<file path="src/rtl/bdu_scheduler.sv">
// Batch scheduler for an array of bit-serial distance units: loads reference
// batches, streams query/reference bits MSB first, waits for the units, then drains.
module bdu_scheduler #(
    parameter int NUM_BDU = 4,
    parameter int B       = 8
) (
    input  logic                   clk,
    input  logic                   rst,
    input  logic                   start,
    input  logic [B-1:0]           query,
    input  logic                   ref_valid,
    input  logic [NUM_BDU*B-1:0]   ref_data,
    input  logic                   ref_last,
    output logic                   ref_ready,
    output logic [NUM_BDU-1:0]     lane_valid,
    output logic [NUM_BDU-1:0]     lane_q_bit,
    output logic [NUM_BDU-1:0]     lane_r_bit,
    output logic [$clog2(B)-1:0]   bit_idx,
    input  logic [NUM_BDU-1:0]     lane_done,
    output logic                   out_valid,
    output logic [15:0]            batch_count,
    output logic                   busy,
    output logic                   query_done
);

    localparam int BW = $clog2(B);
    localparam int DW = (NUM_BDU > 1) ? $clog2(NUM_BDU) : 1;

    typedef enum logic [2:0] {
        IDLE,
        LOAD,
        STREAM,
        WAIT,
        DRAIN
    } state_t;

    state_t               state;
    state_t               state_next;
    logic [BW-1:0]        bit_cnt;
    logic [DW-1:0]        drain_cnt;
    logic [B-1:0]         query_q;
    logic [NUM_BDU*B-1:0] ref_q;
    logic                 last_q;
    logic                 done_q;
    logic [15:0]          batch_q;
    logic                 drain_end;
    logic                 all_done;
    logic [NUM_BDU-1:0]   r_bits;

    assign drain_end   = (drain_cnt == DW'(NUM_BDU - 1));
    assign all_done    = &lane_done;
    assign busy        = (state != IDLE);
    assign query_done  = done_q;
    assign batch_count = batch_q;

    for (genvar i = 0; i < NUM_BDU; i++) begin : g_lane
        logic [B-1:0] word;
        assign word      = ref_q[i*B +: B];
        assign r_bits[i] = word[bit_cnt];
    end

    always_ff @(posedge clk) begin
        if (rst) begin
            state <= IDLE;
        end else begin
            state <= state_next;
        end
    end

    always_comb begin
        state_next = state;
        ref_ready  = 1'b0;
        lane_valid = '0;
        lane_q_bit = '0;
        lane_r_bit = '0;
        bit_idx    = '0;
        out_valid  = 1'b0;
        case (state)
            IDLE: begin
                if (start) state_next = LOAD;
            end
            LOAD: begin
                ref_ready = 1'b1;
                if (ref_valid) state_next = STREAM;
            end
            STREAM: begin
                lane_valid = '1;
                lane_q_bit = {NUM_BDU{query_q[bit_cnt]}};
                lane_r_bit = r_bits;
                bit_idx    = bit_cnt;
                if (bit_cnt == '0) state_next = WAIT;
            end
            WAIT: begin
                if (all_done) state_next = DRAIN;
            end
            DRAIN: begin
                out_valid = 1'b1;
                if (drain_end) state_next = last_q ? IDLE : LOAD;
            end
            default: state_next = IDLE;
        endcase
    end

    // query_done is registered so it lands on the first IDLE cycle, after batch_count has updated
    always_ff @(posedge clk) begin
        if (rst) begin
            bit_cnt   <= '0;
            drain_cnt <= '0;
            query_q   <= '0;
            ref_q     <= '0;
            last_q    <= 1'b0;
            done_q    <= 1'b0;
            batch_q   <= '0;
        end else begin
            done_q <= (state == DRAIN) && drain_end && last_q;
            case (state)
                IDLE: begin
                    if (start) begin
                        query_q <= query;
                        batch_q <= '0;
                    end
                end
                LOAD: begin
                    if (ref_valid) begin
                        ref_q   <= ref_data;
                        last_q  <= ref_last;
                        bit_cnt <= BW'(B - 1);
                    end
                end
                STREAM: begin
                    if (bit_cnt != '0) bit_cnt <= bit_cnt - BW'(1);
                end
                WAIT: begin
                    drain_cnt <= '0;
                end
                DRAIN: begin
                    if (drain_end) begin
                        if (batch_q != 16'hFFFF) batch_q <= batch_q + 16'd1;
                    end else begin
                        drain_cnt <= drain_cnt + DW'(1);
                    end
                end
                default: ;
            endcase
        end
    end

endmodule
</file>
<file path="config.mk">
export PLATFORM = sky130hd
export DESIGN_NAME = bdu_scheduler
export DESIGN_NICKNAME = d
export VERILOG_FILES = /design/src/rtl/bdu_scheduler.sv
export SDC_FILE = /design/constraint.sdc
export NUM_CORES = 1
export LEC_CHECK = 0
export BUFFER_PORTS_ARGS = -buffer_cell sky130_fd_sc_hd__buf_4
export CELL_PAD_IN_SITES_DETAIL_PLACEMENT = 1
export CELL_PAD_IN_SITES_GLOBAL_PLACEMENT = 1
export CORE_MARGIN = 1
export CORE_UTILIZATION = 33
export DETAILED_ROUTE_END_ITERATION = 8
export GPL_ROUTABILITY_DRIVEN = 0
export PLACE_DENSITY = 0.82
export SLEW_MARGIN = 20
export SYNTH_ARGS = -nofsm -noshare
export SYNTH_HDL_FRONTEND = slang
export SYNTH_SLANG_ARGS = --single-unit
</file>
<file path="constraint.sdc">
create_clock -name clk -period 5.8 [get_ports clk]
set_clock_uncertainty 0.1 [all_clocks]
set_input_delay 0.29 -clock clk [delete_from_list [all_inputs] [get_ports clk]]
set_output_delay 0.29 -clock clk [all_outputs]
set_load 0.05 [all_outputs]
</file>
==> impl_metrics.json, run 1 <==
{
  "status": "completed",
  "firstDrtPassIters": 4,
  "powerDensity_nw_per_um2": 295,
  "drive_above_1_share": 0.283,
  "seq_area_sq_um": 1320,
  "crit_path_start_kind": "flip-flop",
  "worstPathArrival_ps": 2280,
  "cp_num_buf_inv": 1,
  "antenna_found_initial": 0,
  "r2r_end": "state[2]$_SDFFE_PP0P_",
  "synth_nets": 434,
  "ys_seq_elements": 66,
  "grt_pass1_vias": 2839,
  "hp-start": "ref_data[7]",
  "clock_latency_ps": 360,
  "multi_input_area_sq_um": 1660,
  "clock_sinks": 66,
  "ios": 84,
  "nNetsFinal": 497,
  "clockPowerShare": 0.367,
  "swShare": 0.309,
  "p_switching_uw": 365,
  "synth_flop_cell": "dfxtp_1",
  "cts_setup_buffers": 0,
  "netlist_instances": 381,
  "yosysMostFrequentCell": "nand2_1",
  "rows": 35,
  "rrSetupSlack_ps": 3130,
  "htree_num_levels": 3,
  "required_ps": 5410,
  "synthTopCellsByArea": "dfxtp_1 41%, nand2_1 11%, a21oi_1 9.1%, mux4_2 7.8%, nor2_1 2.7%",
  "core_sq_um": 9280,
  "rsz0062_at_grt": "false",
  "maxCapViolations": 0,
  "fp.dieW_um": 100,
  "ctsResizeCount": 0,
  "period_minus_slack_ps": 2670,
  "area_growth_syn_to_layout_pct": 26.1,
  "ant_nets": 0,
  "overflow": 0,
  "hold_violations": 0,
  "cpLargestDelayFamily": "flip-flops",
  "fmax_mhz": 374,
  "grt_usage": 0.179,
  "slowest_stage": "dfxtp_1",
  "cpPeakStageDelay_ps": 860,
  "synth-seq-area-share": 0.415,
  "cp_cell_sequence": "mux4_2, mux2i_1, nor2_1, buf_4",
  "routed_wl_mm": 8.67,
  "power_frac_seq": 0.441,
  "min_period_over_period": 0.460,
  "synth_edf_count": 0,
  "avgSynthCellArea_sq_um": 8.36,
  "ctsHoldBuffers": 0,
  "ys_warn_count": 0,
  "worst-path-max-fanout": 13,
  "place_ws_ps": 3150,
  "r2r-start": "bit_cnt[0]$_SDFFE_PP0P_",
  "synthTopCellsByCount": "96 x nand2_1, 66 x dfxtp_1, 58 x a21oi_1",
  "cts_buffer_depth": 2,
  "reg2reg_depth": 7,
  "hold_depth": 3,
  "hp-class": "input port to flip-flop",
  "synthArstFlopShare": 0,
  "grt_first_pass_wirelength_mm": 13.9,
  "vias_per_cell": 5.04,
  "n_antenna_cell": 0,
  "yosys.area.top_type": "dfxtp_1",
  "syn-cell-area_sq_um": 3180,
  "drc_errors": 0,
  "fill_cells": 1152,
  "synth_top_area_frac": 0.415,
  "initial_utilization": 0.343,
  "drtIter0Drc": 112,
  "numCtsBuffers": 9,
  "cts_root_buf": "clkbuf_8",
  "leakage_nw": 1.50,
  "clk_pin_slew_worst_paths_ps": 80,
  "wire_per_inst_um": 15.0,
  "chipHeight_um": 100,
  "cts_tree": "built",
  "die_area_sq_um": 10000,
  "synth_cell_types": 52,
  "p_int_uw": 817,
  "cp-end-kind": "primary output",
  "worstMarginPinSlew_ps": 822,
  "p_comb_frac": 0.193,
  "dp_hpwl_mm": 5.96,
  "tns_ps": 0,
  "worst_slack_ps": 3130,
  "fin_util": 0.432,
  "critPathKind": "flip-flop to primary output",
  "finalMaxSlewViolations": 0,
  "min_to": "ref_q[7]$_SDFFE_PP0P_",
  "grt_start_max_net_pins": 62,
  "portBuffers": 83,
  "via_count": 2914,
  "setup_viol": 0,
  "ir_drop_mv": 0.133,
  "slew_headroom": 0.451
}
metrics by stage:
stage	cells	hold slack, ps	area [sq um]	total power [mW]
CTS	578	58.8	4010	1.20
finish	578	71.5	4010	1.18
global placement	562	341	3790	0.749
detailed placement	562	349	3790	0.760
global route	578	66.3	4010	1.23
floorplan	381	324	3180	0.694
how the worst max path moves through the flow:
stage                             from                    end  slack [ps]  depth (start not counted)
2_1_floorplan    state[1]$_SDFFE_PP0P_          lane_q_bit[1]        3270                          6
3_3_place_gp   bit_cnt[0]$_SDFFE_PP0P_  state[0]$_SDFFE_PP0P_        3250                          7
3_5_place_dp   bit_cnt[0]$_SDFFE_PP0P_  state[2]$_SDFFE_PP0P_        3150                          7
4_1_cts        bit_cnt[0]$_SDFFE_PP0P_  state[2]$_SDFFE_PP0P_        3070                          7
5_1_grt        bit_cnt[0]$_SDFFE_PP0P_  state[2]$_SDFFE_PP0P_        2900                          7
6_report       bit_cnt[0]$_SDFFE_PP0P_          lane_q_bit[1]        3130                          4
routing by layer:
metal | wire, um | vias to the layer above | GRT usage
met2 | 4290 | 50 | 0.295
met4 | 147 | 0 | 0.0725
met3 | 288 | 14 | 0.0418
li1 | - | 1442 | -
met1 | 3940 | 1408 | 0.226
met5 | 0 | - | 0
cell type report:
type,instances,area share
Clock inverter,6,0.0224
Timing Repair Buffer,83,0.155
Clock buffer,10,0.0318
Multi-Input combinational cell,277,0.414
Inverter,7,0.00686
Tap cell,129,0.0402
Sequential cell,66,0.329
placed cells by master, fill, tap and decap left out, drive strengths merged, types with 3 or more instances in the layout:
cell type,synthesis,final
clkinv,1,3
dfxtp,66,66
ha,4,4
nand3,7,7
nand2b,3,3
inv,6,7
a41oi,3,3
or4,3,3
mux2i,6,6
and3,4,4
mux4,11,11
nor3,9,9
nor2,26,26
or3,4,4
a21oi,59,59
o21ai,12,12
nand2,96,96
and4,3,3
buf,21,83
clkbuf,10,10
nand4,4,4
power groups by stage:
| stage | Combinational [mW] | Clock, mW | Sequential, mW |
|---|---|---|---|
| final | 0.228 | 0.434 | 0.521 |
| after global routing | 0.249 | 0.459 | 0.526 |
| after CTS | 0.231 | 0.445 | 0.521 |
| after detailed placement | 0.228 | 0 | 0.531 |
| after global placement | 0.221 | 0 | 0.529 |
| after floorplan | 0.186 | 0 | 0.508 |
sequential cells by signal, indices dropped and copies added, names as in the netlist:
name,cells
batch_count,16
bit_cnt,3
drain_cnt,2
last_q,1
query_done,1
query_q,8
ref_q,32
state,3
tightest hold or removal path: stages:
cell	delay, ps
buf_4	110
nand2_1	50
a21oi_1	50
kinds of logic after synthesis:
family                   share of synthesized area
AND/OR/NAND/NOR                              0.253
AO/OA/AOI/OAI                                0.148
flip-flops                                   0.415
buffers and inverters                       0.0640
multiplexers                                0.0967
adder cells (fa/ha/maj)                     0.0157
XOR/XNOR                                   0.00825
Power figures use the tool's default switching activity.
==> run 2: changes to the inputs <==
- ABC_AREA: default -> 1
- PLACE_DENSITY: 0.82 -> 0.84
- clock period: 5.8 -> 2.6 ns (I/O delays scaled with it)
==> impl_metrics.json, run 2 <==
{
  "vias_per_cell": 5.03,
  "synthArstFlopShare": 0,
  "synth_cell_types": 28,
  "yosysMostFrequentCell": "nor2_1",
  "dr.max_layer_used": "met4",
  "antenna_found_initial": 1,
  "period_minus_slack_ps": 2460,
  "finalMaxSlewViolations": 0,
  "grt_pass1_vias": 4172,
  "syn-cell-area_sq_um": 3510,
  "clock_sinks": 66,
  "min_period_over_period": 0.945,
  "dp.cells": 737,
  "synth-seq-area-share": 0.376,
  "clock_latency_ps": 360,
  "cts_setup_buffers": 0,
  "hp-class": "input port to flip-flop",
  "synth_flop_cell": "dfxtp_1",
  "powerDensity_nw_per_um2": 1000,
  "numCtsBuffers": 9,
  "area_growth_syn_to_layout_pct": 38.3,
  "netlist_instances": 543,
  "ys_seq_elements": 66,
  "routed-wl-met2_mm": 6.54,
  "required_ps": 2370,
  "drive_above_1_share": 0.202,
  "ys_warn_count": 0,
  "regMostFlops": "ref_q",
  "wl_met1_mm": 5.29,
  "dp_hpwl_mm": 8.21,
  "route.met3.wl_um": 303,
  "crit_path_start_kind": "flip-flop",
  "placed_area_sq_um": 4170,
  "grt_first_pass_wirelength_mm": 19.9,
  "grt_start_max_net_pins": 35,
  "synthTopCellsByArea": "dfxtp_1 38%, nor2_1 13%, nand2_1 12%, o21ai_0 5.1%, inv_1 4.6%",
  "cp-end-kind": "primary output",
  "chipHeight_um": 105,
  "fin_area_sq_um": 4860,
  "firstDrtPassIters": 4,
  "wire_per_inst_um": 15.7,
  "worstPathArrival_ps": 2230,
  "rsz0062_at_grt": "false",
  "drtIter0Drc": 171,
  "yosys.area.top_type": "dfxtp_1",
  "hp-start": "query[4]",
  "grt_usage": 0.231,
  "synth_edf_count": 0,
  "fin_util": 0.471,
  "largest_register_ffs": 32,
  "tns_ps": 0,
  "clk_pin_slew_worst_paths_ps": 80,
  "ios": 84,
  "avgSynthCellArea_sq_um": 6.47,
  "cts_buffer_depth": 2,
  "status": "completed",
  "rows": 37,
  "synthTopCellsByCount": "121 x nor2_1, 109 x nand2_1, 66 x dfxtp_1",
  "layout_common_cells": "121 x nor2_1, 109 x nand2_1, 88 x buf_4",
  "drc_errors": 0,
  "synth_nets": 596,
  "p_total_mw": 4.88,
  "portBuffers": 83,
  "fmax_mhz": 407,
  "startpoint": "bit_cnt[1]$_SDFFE_PP0P_",
  "ant_nets": 0,
  "fin_cells": 797,
  "leakage_nw": 2.09,
  "overflow": 0,
  "worst-path-max-fanout": 13,
  "via_count": 4007,
  "ir_drop_mv": 0.418,
  "maxCapViolations": 0,
  "cts_root_buf": "clkbuf_8",
  "nNetsFinal": 708,
  "fp.dieW_um": 105,
  "setup_viol": 0,
  "hold_violations": 0,
  "routed_wl_mm": 12.5,
  "worstMarginPinSlew_ps": 757,
  "critPathKind": "flip-flop to primary output",
  "initial_utilization": 0.340,
  "layout_commonest_cell": "nor2_1",
  "die_area_sq_um": 11100,
  "cts_tree": "built",
  "r2r-start": "state[1]$_SDFFE_PP0P_",
  "core_sq_um": 10300,
  "synth_top_area_frac": 0.376,
  "slew_headroom": 0.495,
  "htree_num_levels": 3
}
run 2: final cells by class:
cell class / instances / area [sq um]
Timing Repair Buffer: 131 / 1090
Clock inverter: 4 / 97.6
Multi-Input combinational cell: 397 / 1830
Inverter: 50 / 189
Sequential cell: 66 / 1320
Antenna cell: 1 / 2.50
Fill cell: 1334 / 5460
Clock buffer: 12 / 155
Tap cell: 136 / 170
run 2: worst paths after layout:
kind                                           endpoint  cells after the start  slack, ps
worst max-delay path                      lane_q_bit[3]                      7        140
worst max register to register  query_q[0]$_SDFFE_PP0P_                      7        200
worst min-delay path            query_q[4]$_SDFFE_PP0P_                      3          5
worst min register to register  query_q[4]$_SDFFE_PP0P_                      2        370
run 2: logic make-up after synthesis:
logic type      Yosys count  synth area share
simple gates            291             0.356
compound gates          101             0.148
buf+inv                  80             0.104
flops                    66             0.376
fa+ha+maj                 4            0.0142
xor+xnor                  1           0.00249
run 2: per-layer routing:
layer,global-route usage,up-vias
li1,-,1951
met1,0.257,1948
met2,0.420,77
met3,0.0343,31
met4,0.123,0
met5,0,-
run 2: repair_timing:
item,4_1_cts,5_1_grt
hold buffers,43,0
endpoints found under the hold margin,49,0
endpoints found under the setup margin,0,1
gates resized for setup,0,1
run 2: report_power, final:
| group | switching (mW) | total (mW) | internal [mW] |
|---|---|---|---|
| sequential | 0.211 | 1.45 | 1.24 |
| clock | 0.435 | 1.13 | 0.690 |
| combinational | 1.58 | 2.30 | 0.729 |
run 2: metrics by stage:
stage / hold WS [ps] / setup WS [ps]
2_1_floorplan: 179 / 261
3_3_place_gp: 266 / 656
3_5_place_dp: 275 / 595
4_1_cts: 0.726 / 142
5_1_grt: 3.41 / 12.4
6_report: 5.09 / 144
run 2: critical path, stage by stage (launching register included):
cell	delay, ps
dfxtp_1	610
inv_1	340
a21oi_1	220
o21ai_0	130
nand2_1	120
nand2_1	50
nand2_1	150
buf_4	230
